<file path="src/rtl/commit_unit_pkg.sv">
// Shared types for the in-order commit unit: register tags, data words,
// condition flags, exception codes and the per-entry storage payloads.
package commit_unit_pkg;

    localparam int unsigned REG_TAG_W = 4;
    localparam int unsigned WORD_W    = 32;
    localparam int unsigned EXC_W     = 3;

    typedef logic [REG_TAG_W-1:0] RegTag;
    typedef logic [WORD_W-1:0]    Word;

    typedef struct packed {
        logic n;
        logic z;
        logic c;
        logic v;
    } StatusFlags;

    typedef enum logic [EXC_W-1:0] {
        EXCEPT_NONE           = 3'd0,
        EXCEPT_ILLEGAL        = 3'd1,
        EXCEPT_PREFETCH_ABORT = 3'd2,
        EXCEPT_DATA_ABORT     = 3'd3,
        EXCEPT_SYSCALL        = 3'd4
    } Exception;

    // Link register used by the exception handler entry sequence.
    localparam RegTag LR = RegTag'(14);

    // Fields captured at dispatch.
    typedef struct packed {
        RegTag reg_tag;
        RegTag auto_inc_tag;
        logic  auto_inc;
        logic  sets_flags;
        Word   pc;
    } alloc_entry_t;

    // Fields captured when an execution unit reports back.
    typedef struct packed {
        Word        value;
        Word        auto_inc_value;
        StatusFlags flags;
        Exception   exc;
    } complete_entry_t;

    // A syscall returns past itself; faults re-execute the faulting instruction.
    function automatic Word link_address(input Exception exc, input Word pc);
        return (exc == EXCEPT_SYSCALL) ? pc + Word'(4) : pc;
    endfunction

endpackage

</file>
<file path="src/rtl/commit_unit_if.sv">
// Dispatch / execution / register-file signals of the commit unit.
interface commit_unit_if
    import commit_unit_pkg::*;
#(
    parameter int unsigned DEPTH = 8
) ();
    localparam int unsigned IDX_W = $clog2(DEPTH);

    logic             allocValid;
    logic             allocReady;
    RegTag            allocRegTag;
    RegTag            allocAutoIncRegTag;
    logic             allocAutoInc;
    logic             allocSetsFlags;
    Word              allocPc;
    logic [IDX_W-1:0] allocIndex;

    logic             completeValid;
    logic [IDX_W-1:0] completeIndex;
    Word              completeValue;
    Word              completeAutoIncValue;
    StatusFlags       completeFlags;
    Exception         completeException;

    RegTag            resultCommitRegTag;
    Word              resultCommitValue;
    logic             resultCommitEnable;
    RegTag            autoIncCommitRegTag;
    Word              autoIncCommitValue;
    logic             autoIncCommitEnable;
    StatusFlags       psrCommitValue;
    logic             psrCommitEnable;
    Exception         exception;
    Word              exceptionLinkAddress;
    logic             flush;

    modport slave (
        input  allocValid, allocRegTag, allocAutoIncRegTag, allocAutoInc,
               allocSetsFlags, allocPc,
        input  completeValid, completeIndex, completeValue,
               completeAutoIncValue, completeFlags, completeException,
        output allocReady, allocIndex,
        output resultCommitRegTag, resultCommitValue, resultCommitEnable,
               autoIncCommitRegTag, autoIncCommitValue, autoIncCommitEnable,
               psrCommitValue, psrCommitEnable,
               exception, exceptionLinkAddress, flush
    );

    modport master (
        output allocValid, allocRegTag, allocAutoIncRegTag, allocAutoInc,
               allocSetsFlags, allocPc,
        output completeValid, completeIndex, completeValue,
               completeAutoIncValue, completeFlags, completeException,
        input  allocReady, allocIndex,
        input  resultCommitRegTag, resultCommitValue, resultCommitEnable,
               autoIncCommitRegTag, autoIncCommitValue, autoIncCommitEnable,
               psrCommitValue, psrCommitEnable,
               exception, exceptionLinkAddress, flush
    );

endinterface

</file>
<file path="src/rtl/commit_unit_entry_ram.sv">
// Retirement-buffer storage: allocation and completion write ports,
// asynchronous head read, bulk invalidate on flush.
module commit_unit_entry_ram
    import commit_unit_pkg::*;
#(
    parameter  int unsigned DEPTH = 8,
    localparam int unsigned IDX_W = $clog2(DEPTH)
) (
    input  logic            i_clk,
    input  logic            i_reset,
    input  logic            i_clear_all,
    input  logic            i_alloc_we,
    input  logic [IDX_W-1:0] i_alloc_idx,
    input  alloc_entry_t    i_alloc_data,
    input  logic            i_comp_we,
    input  logic [IDX_W-1:0] i_comp_idx,
    input  complete_entry_t i_comp_data,
    input  logic            i_pop,
    input  logic [IDX_W-1:0] i_head_idx,
    output logic            o_head_valid_c,
    output logic            o_head_done_c,
    output alloc_entry_t    o_head_alloc_c,
    output complete_entry_t o_head_comp_c
);

    logic [DEPTH-1:0] r_valid;
    logic [DEPTH-1:0] r_done;
    alloc_entry_t     r_alloc_mem [DEPTH];
    complete_entry_t  r_comp_mem  [DEPTH];

    logic w_comp_ok;

    // Late or duplicate completions must not overwrite a finished result.
    assign w_comp_ok = i_comp_we & r_valid[i_comp_idx] & ~r_done[i_comp_idx];

    always_ff @(posedge i_clk) begin
        if (i_reset || i_clear_all) begin
            r_valid <= '0;
            r_done  <= '0;
        end else begin
            if (i_pop) begin
                r_valid[i_head_idx] <= 1'b0;
                r_done[i_head_idx]  <= 1'b0;
            end
            if (i_alloc_we) begin
                r_valid[i_alloc_idx] <= 1'b1;
                r_done[i_alloc_idx]  <= 1'b0;
            end
            if (w_comp_ok) begin
                r_done[i_comp_idx] <= 1'b1;
            end
        end
    end

    // Payload needs no reset: it is only observed behind the valid/done bits.
    always_ff @(posedge i_clk) begin
        if (i_alloc_we) begin
            r_alloc_mem[i_alloc_idx] <= i_alloc_data;
        end
        if (w_comp_ok) begin
            r_comp_mem[i_comp_idx] <= i_comp_data;
        end
    end

    assign o_head_valid_c = r_valid[i_head_idx];
    assign o_head_done_c  = r_done[i_head_idx];
    assign o_head_alloc_c = r_alloc_mem[i_head_idx];
    assign o_head_comp_c  = r_comp_mem[i_head_idx];

endmodule

</file>
<file path="src/rtl/commit_unit.sv">
// In-order retirement buffer: allocates in program order, accepts
// out-of-order completions, retires or raises an exception at the head.
module commit_unit
    import commit_unit_pkg::*;
#(
    parameter int unsigned DEPTH = 8
) (
    input  logic        clk,
    input  logic        reset,
    commit_unit_if.slave bus
);

    localparam int unsigned IDX_W = $clog2(DEPTH);
    localparam int unsigned CNT_W = IDX_W + 1;
    localparam logic [CNT_W-1:0] FULL_COUNT = CNT_W'(DEPTH);

    logic [IDX_W-1:0] r_head;
    logic [IDX_W-1:0] r_tail;
    logic [CNT_W-1:0] r_count;
    logic             r_alloc_ready;

    RegTag            r_result_tag;
    Word              r_result_value;
    logic             r_result_en;
    RegTag            r_ai_tag;
    Word              r_ai_value;
    logic             r_ai_en;
    StatusFlags       r_psr_value;
    logic             r_psr_en;
    Exception         r_exception;
    Word              r_link;
    logic             r_flush;

    logic             w_head_valid;
    logic             w_head_done;
    alloc_entry_t     w_head_alloc;
    complete_entry_t  w_head_comp;
    alloc_entry_t     w_alloc_data;
    complete_entry_t  w_comp_data;
    logic             w_retire;
    logic             w_retire_ok;
    logic             w_retire_exc;
    logic             w_alloc_fire;
    logic             w_comp_fire;
    logic [CNT_W-1:0] w_count_next;

    always_comb begin
        w_alloc_data.reg_tag        = bus.allocRegTag;
        w_alloc_data.auto_inc_tag   = bus.allocAutoIncRegTag;
        w_alloc_data.auto_inc       = bus.allocAutoInc;
        w_alloc_data.sets_flags     = bus.allocSetsFlags;
        w_alloc_data.pc             = bus.allocPc;
        w_comp_data.value           = bus.completeValue;
        w_comp_data.auto_inc_value  = bus.completeAutoIncValue;
        w_comp_data.flags           = bus.completeFlags;
        w_comp_data.exc             = bus.completeException;
    end

    // Head eligibility uses the registered done bit, so a same-cycle
    // completion of the head retires one cycle later.
    assign w_retire     = w_head_valid & w_head_done;
    assign w_retire_exc = w_retire & (w_head_comp.exc != EXCEPT_NONE);
    assign w_retire_ok  = w_retire & (w_head_comp.exc == EXCEPT_NONE);
    assign w_alloc_fire = bus.allocValid & r_alloc_ready;
    assign w_comp_fire  = bus.completeValid & ~r_flush;

    always_comb begin
        w_count_next = r_count;
        if (w_retire_exc) begin
            w_count_next = '0;
        end else begin
            w_count_next = r_count + CNT_W'(w_alloc_fire) - CNT_W'(w_retire_ok);
        end
    end

    commit_unit_entry_ram #(
        .DEPTH (DEPTH)
    ) u_entry_ram (
        .i_clk          (clk),
        .i_reset        (reset),
        .i_clear_all    (w_retire_exc),
        .i_alloc_we     (w_alloc_fire & ~w_retire_exc),
        .i_alloc_idx    (r_tail),
        .i_alloc_data   (w_alloc_data),
        .i_comp_we      (w_comp_fire),
        .i_comp_idx     (bus.completeIndex),
        .i_comp_data    (w_comp_data),
        .i_pop          (w_retire_ok),
        .i_head_idx     (r_head),
        .o_head_valid_c (w_head_valid),
        .o_head_done_c  (w_head_done),
        .o_head_alloc_c (w_head_alloc),
        .o_head_comp_c  (w_head_comp)
    );

    always_ff @(posedge clk) begin
        if (reset) begin
            r_head         <= '0;
            r_tail         <= '0;
            r_count        <= '0;
            r_alloc_ready  <= 1'b1;
            r_result_tag   <= '0;
            r_result_value <= '0;
            r_result_en    <= 1'b0;
            r_ai_tag       <= '0;
            r_ai_value     <= '0;
            r_ai_en        <= 1'b0;
            r_psr_value    <= '0;
            r_psr_en       <= 1'b0;
            r_exception    <= EXCEPT_NONE;
            r_link         <= '0;
            r_flush        <= 1'b0;
        end else begin
            r_result_en   <= 1'b0;
            r_ai_en       <= 1'b0;
            r_psr_en      <= 1'b0;
            r_exception   <= EXCEPT_NONE;
            r_flush       <= 1'b0;
            r_count       <= w_count_next;
            // Ready reflects next-cycle occupancy and drops for the flush cycle.
            r_alloc_ready <= (w_count_next != FULL_COUNT) && !w_retire_exc;

            if (w_retire_ok) begin
                r_result_tag   <= w_head_alloc.reg_tag;
                r_result_value <= w_head_comp.value;
                r_result_en    <= (w_head_alloc.reg_tag != '0);
                r_ai_tag       <= w_head_alloc.auto_inc_tag;
                r_ai_value     <= w_head_comp.auto_inc_value;
                r_ai_en        <= w_head_alloc.auto_inc && (w_head_alloc.auto_inc_tag != '0);
                r_psr_value    <= w_head_comp.flags;
                r_psr_en       <= w_head_alloc.sets_flags;
                r_head         <= r_head + IDX_W'(1);
            end

            if (w_retire_exc) begin
                r_exception <= w_head_comp.exc;
                r_link      <= link_address(w_head_comp.exc, w_head_alloc.pc);
                r_flush     <= 1'b1;
                r_head      <= '0;
                r_tail      <= '0;
            end else if (w_alloc_fire) begin
                r_tail <= r_tail + IDX_W'(1);
            end
        end
    end

    assign bus.allocReady           = r_alloc_ready;
    assign bus.allocIndex           = r_tail;
    assign bus.resultCommitRegTag   = r_result_tag;
    assign bus.resultCommitValue    = r_result_value;
    assign bus.resultCommitEnable   = r_result_en;
    assign bus.autoIncCommitRegTag  = r_ai_tag;
    assign bus.autoIncCommitValue   = r_ai_value;
    assign bus.autoIncCommitEnable  = r_ai_en;
    assign bus.psrCommitValue       = r_psr_value;
    assign bus.psrCommitEnable      = r_psr_en;
    assign bus.exception            = r_exception;
    assign bus.exceptionLinkAddress = r_link;
    assign bus.flush                = r_flush;

endmodule

</file>
<file path="src/flat_wrapper.sv">
// flat-port wrapper written by rule: the top's interface ports become plain ports
module commit_unit_flat import commit_unit_pkg::*;
#(
    parameter int unsigned DEPTH = 8
)
  (clk, reset, bus_allocValid, bus_allocRegTag, bus_allocAutoIncRegTag, bus_allocAutoInc, bus_allocSetsFlags, bus_allocPc, bus_completeValid, bus_completeIndex, bus_completeValue, bus_completeAutoIncValue, bus_completeFlags, bus_completeException, bus_allocReady, bus_allocIndex, bus_resultCommitRegTag, bus_resultCommitValue, bus_resultCommitEnable, bus_autoIncCommitRegTag, bus_autoIncCommitValue, bus_autoIncCommitEnable, bus_psrCommitValue, bus_psrCommitEnable, bus_exception, bus_exceptionLinkAddress, bus_flush);
  commit_unit_if #(.DEPTH(DEPTH)) bus_i ();
  input  logic clk;
  input  logic reset;
  input wire logic [$bits(bus_i.allocValid)-1:0] bus_allocValid;
  input wire logic [$bits(bus_i.allocRegTag)-1:0] bus_allocRegTag;
  input wire logic [$bits(bus_i.allocAutoIncRegTag)-1:0] bus_allocAutoIncRegTag;
  input wire logic [$bits(bus_i.allocAutoInc)-1:0] bus_allocAutoInc;
  input wire logic [$bits(bus_i.allocSetsFlags)-1:0] bus_allocSetsFlags;
  input wire logic [$bits(bus_i.allocPc)-1:0] bus_allocPc;
  input wire logic [$bits(bus_i.completeValid)-1:0] bus_completeValid;
  input wire logic [$bits(bus_i.completeIndex)-1:0] bus_completeIndex;
  input wire logic [$bits(bus_i.completeValue)-1:0] bus_completeValue;
  input wire logic [$bits(bus_i.completeAutoIncValue)-1:0] bus_completeAutoIncValue;
  input wire logic [$bits(bus_i.completeFlags)-1:0] bus_completeFlags;
  input wire logic [$bits(bus_i.completeException)-1:0] bus_completeException;
  output wire logic [$bits(bus_i.allocReady)-1:0] bus_allocReady;
  output wire logic [$bits(bus_i.allocIndex)-1:0] bus_allocIndex;
  output wire logic [$bits(bus_i.resultCommitRegTag)-1:0] bus_resultCommitRegTag;
  output wire logic [$bits(bus_i.resultCommitValue)-1:0] bus_resultCommitValue;
  output wire logic [$bits(bus_i.resultCommitEnable)-1:0] bus_resultCommitEnable;
  output wire logic [$bits(bus_i.autoIncCommitRegTag)-1:0] bus_autoIncCommitRegTag;
  output wire logic [$bits(bus_i.autoIncCommitValue)-1:0] bus_autoIncCommitValue;
  output wire logic [$bits(bus_i.autoIncCommitEnable)-1:0] bus_autoIncCommitEnable;
  output wire logic [$bits(bus_i.psrCommitValue)-1:0] bus_psrCommitValue;
  output wire logic [$bits(bus_i.psrCommitEnable)-1:0] bus_psrCommitEnable;
  output wire logic [$bits(bus_i.exception)-1:0] bus_exception;
  output wire logic [$bits(bus_i.exceptionLinkAddress)-1:0] bus_exceptionLinkAddress;
  output wire logic [$bits(bus_i.flush)-1:0] bus_flush;
  assign bus_i.allocValid = bus_allocValid;
  assign bus_i.allocRegTag = bus_allocRegTag;
  assign bus_i.allocAutoIncRegTag = bus_allocAutoIncRegTag;
  assign bus_i.allocAutoInc = bus_allocAutoInc;
  assign bus_i.allocSetsFlags = bus_allocSetsFlags;
  assign bus_i.allocPc = bus_allocPc;
  assign bus_i.completeValid = bus_completeValid;
  assign bus_i.completeIndex = bus_completeIndex;
  assign bus_i.completeValue = bus_completeValue;
  assign bus_i.completeAutoIncValue = bus_completeAutoIncValue;
  assign bus_i.completeFlags = bus_completeFlags;
  assign bus_i.completeException = bus_completeException;
  assign bus_allocReady = bus_i.allocReady;
  assign bus_allocIndex = bus_i.allocIndex;
  assign bus_resultCommitRegTag = bus_i.resultCommitRegTag;
  assign bus_resultCommitValue = bus_i.resultCommitValue;
  assign bus_resultCommitEnable = bus_i.resultCommitEnable;
  assign bus_autoIncCommitRegTag = bus_i.autoIncCommitRegTag;
  assign bus_autoIncCommitValue = bus_i.autoIncCommitValue;
  assign bus_autoIncCommitEnable = bus_i.autoIncCommitEnable;
  assign bus_psrCommitValue = bus_i.psrCommitValue;
  assign bus_psrCommitEnable = bus_i.psrCommitEnable;
  assign bus_exception = bus_i.exception;
  assign bus_exceptionLinkAddress = bus_i.exceptionLinkAddress;
  assign bus_flush = bus_i.flush;
  commit_unit #(.DEPTH(DEPTH)) u_core (.clk(clk), .reset(reset), .bus(bus_i));
endmodule
</file>
<file path="config.mk">
export PLATFORM = sky130hd
export DESIGN_NAME = commit_unit_flat
export DESIGN_NICKNAME = d
export VERILOG_FILES = /design/src/rtl/commit_unit_pkg.sv /design/src/rtl/commit_unit_if.sv /design/src/rtl/commit_unit_entry_ram.sv /design/src/rtl/commit_unit.sv /design/src/flat_wrapper.sv
export SDC_FILE = /design/constraint.sdc
export NUM_CORES = 1
export LEC_CHECK = 0
export ABC_AREA = 1
export BUFFER_PORTS_ARGS = -buffer_cell sky130_fd_sc_hd__buf_2
export CAP_MARGIN = 20
export CORE_AREA = 4 4 330 332
export CTS_BUF_LIST = sky130_fd_sc_hd__clkbuf_8
export CTS_CLUSTER_DIAMETER = 60
export DETAILED_ROUTE_END_ITERATION = 7
export DIE_AREA = 0 0 334 336
export GPL_ROUTABILITY_DRIVEN = 0
export GPL_TIMING_DRIVEN = 0
export PLACE_DENSITY = 0.53
export SYNTH_ARGS = -nofsm -noshare
export SYNTH_HDL_FRONTEND = slang
export SYNTH_SLANG_ARGS = --single-unit
</file>
<file path="constraint.sdc">
create_clock -name clk -period 11.64 [get_ports clk]
set_input_delay 3.492 -clock clk [delete_from_list [all_inputs] [get_ports clk]]
set_output_delay 3.492 -clock clk [all_outputs]
set_load 0.05 [all_outputs]
</file>
# Word-level counts from Yosys, hierarchy flattened
# Memories as Yosys holds them, arrays and structs flattened. A register that Yosys moved wholly into a read port is not among the register bits.
# Cells that the tools add are included.
# word_totals
register_bits,142
mem_bits_rw,904
output_inout_bits,119
elab_cells,101
n_memories,2
# mem_list
memory,depth,width,read_ports,rd_ports_with_merged_regs,write_ports,line_no,source
u_core.u_entry_ram.r_comp_mem,8,71,1,1,1,commit_unit_entry_ram.sv:29,complete_entry_t r_comp_mem [DEPTH];
u_core.u_entry_ram.r_alloc_mem,8,42,1,1,1,commit_unit_entry_ram.sv:28,alloc_entry_t r_alloc_mem [DEPTH];
# op_classes
n_addsub,5
n_lt_le_gt_ge,6
eq_ne,2
mux,33
bitwise,19
reduce_logical,14
# op_table
op,n
8-bit two-way mux,8
32-bit by 3-bit adder with 32-bit output (second input constant),1
32-bit two-way mux,1
8-bit AND,3
8-bit NOT,2
8-bit bitwise OR,2
1-bit binary-select mux with 3-bit select,4
3-bit by 4-bit < comparator with 1-bit output (second input constant),3
1-bit two-way mux,12
3-bit two-way mux,4
1-bit demux with 3-bit select,3
3-bit by 1-bit greater-or-equal comparator with 1-bit output (second input constant),3
1-bit AND,8
4-bit nonzero test,2
3-bit by 1-bit adder with 3-bit output (second input constant),2
2-bit OR reduction,3
1-bit logical AND,5
4-bit by 1-bit adder with 4-bit output,1
4-bit two-way mux,1
4-bit != test (second input constant),1
1-bit NOT,4
4-bit by 1-bit subtractor with 4-bit output,1
3-bit == test (second input constant),1
3-bit zero test,1
other kinds (3),3

# Logic depth before layout (Yosys ltp)
# depth
depth_word,13
mapped_depth,21
mapped_depth_nobuf,18

# Cells and area by module
# From an unflattened synthesis, not the netlist that was laid out.
# hier_totals
cells_unflattened,3078
hier_area_um2,39651.8
# modules_own_cells
mod,instances,cells_per_inst,area_per_inst_um2
commit_unit_entry_ram,1,2367,34410.5
commit_unit,1,711,5241.3

# Worst setup path before layout
# Ideal clock, no wire load.
# synth_timing
kind,input-to-reg
from,input port bus_allocValid
to,memory u_core.u_entry_ram.r_alloc_mem[6][0] (netlist bit) (enable)
setup_ns,0.494
arrival_time_ns,6.754
t_required_ns,11.146
setup_slack_ns,4.392
stages,4
path_buffers,0
cell_sequence,nand2_1 -> nor2_1 -> inv_1 -> nor3_1
# synth_between
elab_chain_len,4
# synth_rtl
element,line_no,source
start: declaration,flat_wrapper.sv:10,input wire logic [$bits(bus_i.allocValid)-1:0] bus_allocValid;
1-bit AND,commit_unit.sv:64,assign w_alloc_fire = bus.allocValid & r_alloc_ready;
1-bit AND,commit_unit.sv:82,".i_alloc_we (w_alloc_fire & ~w_retire_exc),"
1-bit two-way mux,commit_unit_entry_ram.sv:57,if (i_alloc_we) begin
1-bit two-way mux (implied by the code),commit_unit_entry_ram.sv:58,r_alloc_mem[i_alloc_idx] <= i_alloc_data;
end: declaration,commit_unit_entry_ram.sv:28,
# Every way passes these cells.

# Worst setup path after layout
# layout_timing
from,input port bus_completeIndex[0]
to,memory u_core.u_entry_ram.r_comp_mem[7][31] (netlist bit) (enable)
# layout_between
elab_chain_len,6
word_cells_on_any_way,9
cone_classes,6 x mux; 3 x bitwise
# layout_rtl
element,line_no,source
start: declaration,flat_wrapper.sv:17,input wire logic [$bits(bus_i.completeIndex)-1:0] bus_completeIndex;
1-bit binary-select mux with 3-bit select,commit_unit_entry_ram.sv:34,assign w_comp_ok = i_comp_we & r_valid[i_comp_idx] & ~r_done[i_comp_idx];
1-bit two-way mux (implied by the code),commit_unit_entry_ram.sv:34,
1-bit AND / 1-bit NOT (equally long branches),commit_unit_entry_ram.sv:34,
1-bit AND,commit_unit_entry_ram.sv:34,
1-bit two-way mux,commit_unit_entry_ram.sv:60,if (w_comp_ok) begin
1-bit two-way mux (implied by the code),commit_unit_entry_ram.sv:61,r_comp_mem[i_comp_idx] <= i_comp_data;
end: declaration,commit_unit_entry_ram.sv:29,
# Parallel ways exist; a longest one is shown, timed or not. The select of a mux whose other input is x is not followed.

==> out/summary.txt <==
Skew final = 0.05116 ns
Grt total ovfl = 0
Leak = 18.83 nW
Drt drc = 0
Max Clock Freq = 0.1830 GHz
Top cells by count, synth = edfxtp_1, nand2_1, nor2_1, o21ai_0, inv_1
Setup CP Type = input pin to flop
Syn_area_per_cell = 11.38 sq um
CP Launch Type = input pin
Hold buffers post-CTS = 0
Post-CTS Setup Repair Bufs = 0
Measured slew at the worst slew-check pin = 1.079 ns
Post-synth cell types = 41
H-Tree Depth = 4
Async SR Flop Fraction = 0%
Final setup fails = 0
Finished Core Util = 45.98%
Critical path's slowest cell = a211oi_1
Drt pass-1 iters = 6
Max Root-Sink Buffers = 3
Post-synth top area cell = edfxtp_1
PD cells = 158.3 nW/um^2
Critical path arrival = 5.99 ns
Core footprint = 106300 sq um
Count leader, synth = edfxtp_1
Total negative setup slack = 0 ns
Data required, critical path = 12.16 ns
Mapped Area = 42000 sq um
Vias in the first global route = 28796
Top delay family on crit path = buffers and inverters
Max incr delay on CP = 0.66 ns
CTS tree = built
Worst-Skew Late Latency = 0.87 ns
Vias/cell = 5.137
Number of flops mapped to enable cells by yosys = 904
Wire per inst = 22.27 um
Area contributors post-synth = edfxtp_1, dfxtp_1, nand2_1, o21ai_0, nor2_1
Share of cells above drive strength 1 = 14.89%
Die Ht = 336 um
Syn nets = 3819
Number of port buffers = 238
Synth top area share = 64.63%
Clk sinks = 1049
Iter 0 DRT Violations = 2592
Post-synth top flop = edfxtp_1
Total of max-cap violations = 0
Die W = 334 um
Syn-to-layout area delta = 16.37%
RSZ-0062 raised after global routing = false
Final-report hold violation count = 0
Min-Delay Path Class = flop to flop
Starting density of the core = 39.51%
Synthesized flop and latch total = 1049
Root buf cell = clkbuf_8
Critical path buffers and inverters = 4
Status = complete, no violations
Num CTS Buffers = 175
Worst setup EP type = flop
Antenna Nets Post-Route = 0
CP cell instances = buf_2 > inv_1 > nor3_1 > nand2_1 > nand4_1 > a211oi_1 > nand4_1 > inv_4 > buf_16
Sequential area share after synthesis = 71.54%
Vias after detailed routing = 29258
Antenna violations before repair = 30
Relative slew slack = 28.03%
Clock transition at the registers of the reported paths = 0.06 ns
DPL Wire Length = 82440 um
# resized after CTS = 0
Core Rows = 120
I/O Pins = 239
Fillers = 9920
Final wirelength = 126900 um
Fin. max-slew vios = 0
Area of the die = 112200 sq um
Maximum VDD drop = 0.00008774 V
Largest net degree at the start of global routing = 46
Nets = 4257
Final min period = 5.466 ns
Most common cell type on the critical path = nand4_1
Global-route wire length before repair = 186100 um
Mapped Cells = 3691
Warnings, synthesis = 0
Total track usage = 22.34%
Fin crit share = 46.96%
CP Max Fanout = 37
## per-stage QoR
step	hold slack (ns)	instances	setup WS [ns]	power [W]	cell area (sq um)
CTS	0.4513	5682	6.259	0.007813	48840
detailed placement	0.4372	5355	5.331	0.004650	45400
global placement	0.4342	5332	0.4383	0.004642	44950
global route	0.4711	5689	5.978	0.008035	48860
floorplan	0.4588	3691	4.392	0.004474	42000
finish	0.4468	5696	6.174	0.007738	48880
## path summary, 6_finish.rpt
check                                                  start                                               to  slack (ns)  cells after the start
max                                     bus_completeIndex[0]   u_core.u_entry_ram.r_comp_mem[7][31]$_DFFE_PP_        6.17                      9
min          u_core.bus.exceptionLinkAddress[7]$_SDFFE_PP0P_  u_core.bus.exceptionLinkAddress[7]$_SDFFE_PP0P_        0.45                      2
max reg2reg                                             flop                 u_core.bus.allocReady$_SDFF_PP1_        7.63                     18
min reg2reg  u_core.bus.exceptionLinkAddress[7]$_SDFFE_PP0P_  u_core.bus.exceptionLinkAddress[7]$_SDFFE_PP0P_        0.45                      2
## cells by family (layout without fill, tap and decap cells)
logic type | count (synthesis) | in the layout | share of synthesized area (%)
AOI/OAI and AO/OA | 735 | 735 | 9.592
other | 0 | 14 | 0
buffers and inverters | 498 | 1086 | 5.156
xor gates and xnor gates | 6 | 6 | 0.1251
DFF | 1049 | 1049 | 71.54
adders and majority gates | 8 | 8 | 0.2562
and+or+nand+nor | 1395 | 1395 | 13.33
## state kept, by name (all words and copies together), names as in the netlist, named ones only
name,count
u_core.bus.exception,3
u_core.u_entry_ram.r_valid,8
u_core.bus.psrCommitEnable,1
u_core.r_head,3
u_core.bus.flush,1
u_core.u_entry_ram.r_alloc_mem,336
u_core.bus.allocReady,1
u_core.bus.autoIncCommitEnable,1
u_core.bus.allocIndex,3
u_core.u_entry_ram.r_done,8
u_core.u_entry_ram.r_comp_mem,568
u_core.bus.exceptionLinkAddress,32
u_core.bus.autoIncCommitRegTag,4
u_core.bus.psrCommitValue,4
u_core.bus.resultCommitValue,32
u_core.bus.resultCommitEnable,1
u_core.bus.autoIncCommitValue,32
u_core.bus.resultCommitRegTag,4
u_core.r_count,4
## cells in the final DEF (no fill, tap or decap), types with 7 or more instances in the layout
cell type / count
a21oi_1: 29
a31oi_1: 75
buf_16: 7
buf_2: 282
buf_4: 22
buf_6: 29
clkbuf_1: 122
clkbuf_8: 204
clkinv_1: 17
clkinv_2: 15
dfxtp_1: 145
diode_2: 14
edfxtp_1: 904
ha_1: 7
inv_1: 340
inv_2: 11
inv_4: 14
nand2_1: 729
nand2_2: 10
nand3_1: 162
nand4_1: 16
nor2_1: 447
nor2_2: 14
nor3_1: 8
o21ai_0: 435
o21ai_1: 17
o22ai_1: 161
## where the power goes
part           switching (W)  total, W  internal [W]  leakage, nW
Sequential         0.0000209   0.00419       0.00417         9.32
Combinational       0.000284  0.000383     0.0000991         7.46
Clock                0.00151   0.00316       0.00165         2.04
Total                0.00182   0.00774       0.00592         18.8
## area by class of cell
class	instances	area, sq um	share of cell area (%)
flip-flops and latches	1049	30050	61.48
multi-input cells	2144	9798	20.05
clock buffers	204	2808	5.744
well taps	1403	1755	3.592
repair buffers	261	1607	3.287
inverters	289	1117	2.286
plain buffers	209	1076	2.202
clock inverters	123	631.9	1.293
diodes	14	35.03	0.07168
## worst reg2reg max path, cell delays in order (launching register included)
cell and delay (ns):
dfxtp_1 0.32, buf_6 0.13, buf_6 0.15, nand2_1 0.06, nand3_1 0.09, nand3_1 0.08
nand2_1 0.25, nand2_1 0.08, nor2_1 0.15, nand2_2 0.15, inv_2 0.25, buf_6 0.26
buf_2 0.39, ha_1 0.31, inv_1 0.05, ha_1 0.18, fa_1 0.45, nor4_1 0.26
o21ai_0 0.20
## metal layers
| layer | part of all wire [%] | wire length, um | track usage [%] |
|---|---|---|---|
| met2 | 48 | 60810 | 37.47 |
| met5 | 0.093 | 118 | 0 |
| met3 | 7.1 | 8987 | 4.997 |
| met1 | 42 | 53450 | 28.76 |
| met4 | 2.8 | 3497 | 7.712 |
No activity file was read; power rests on OpenSTA's default activity.
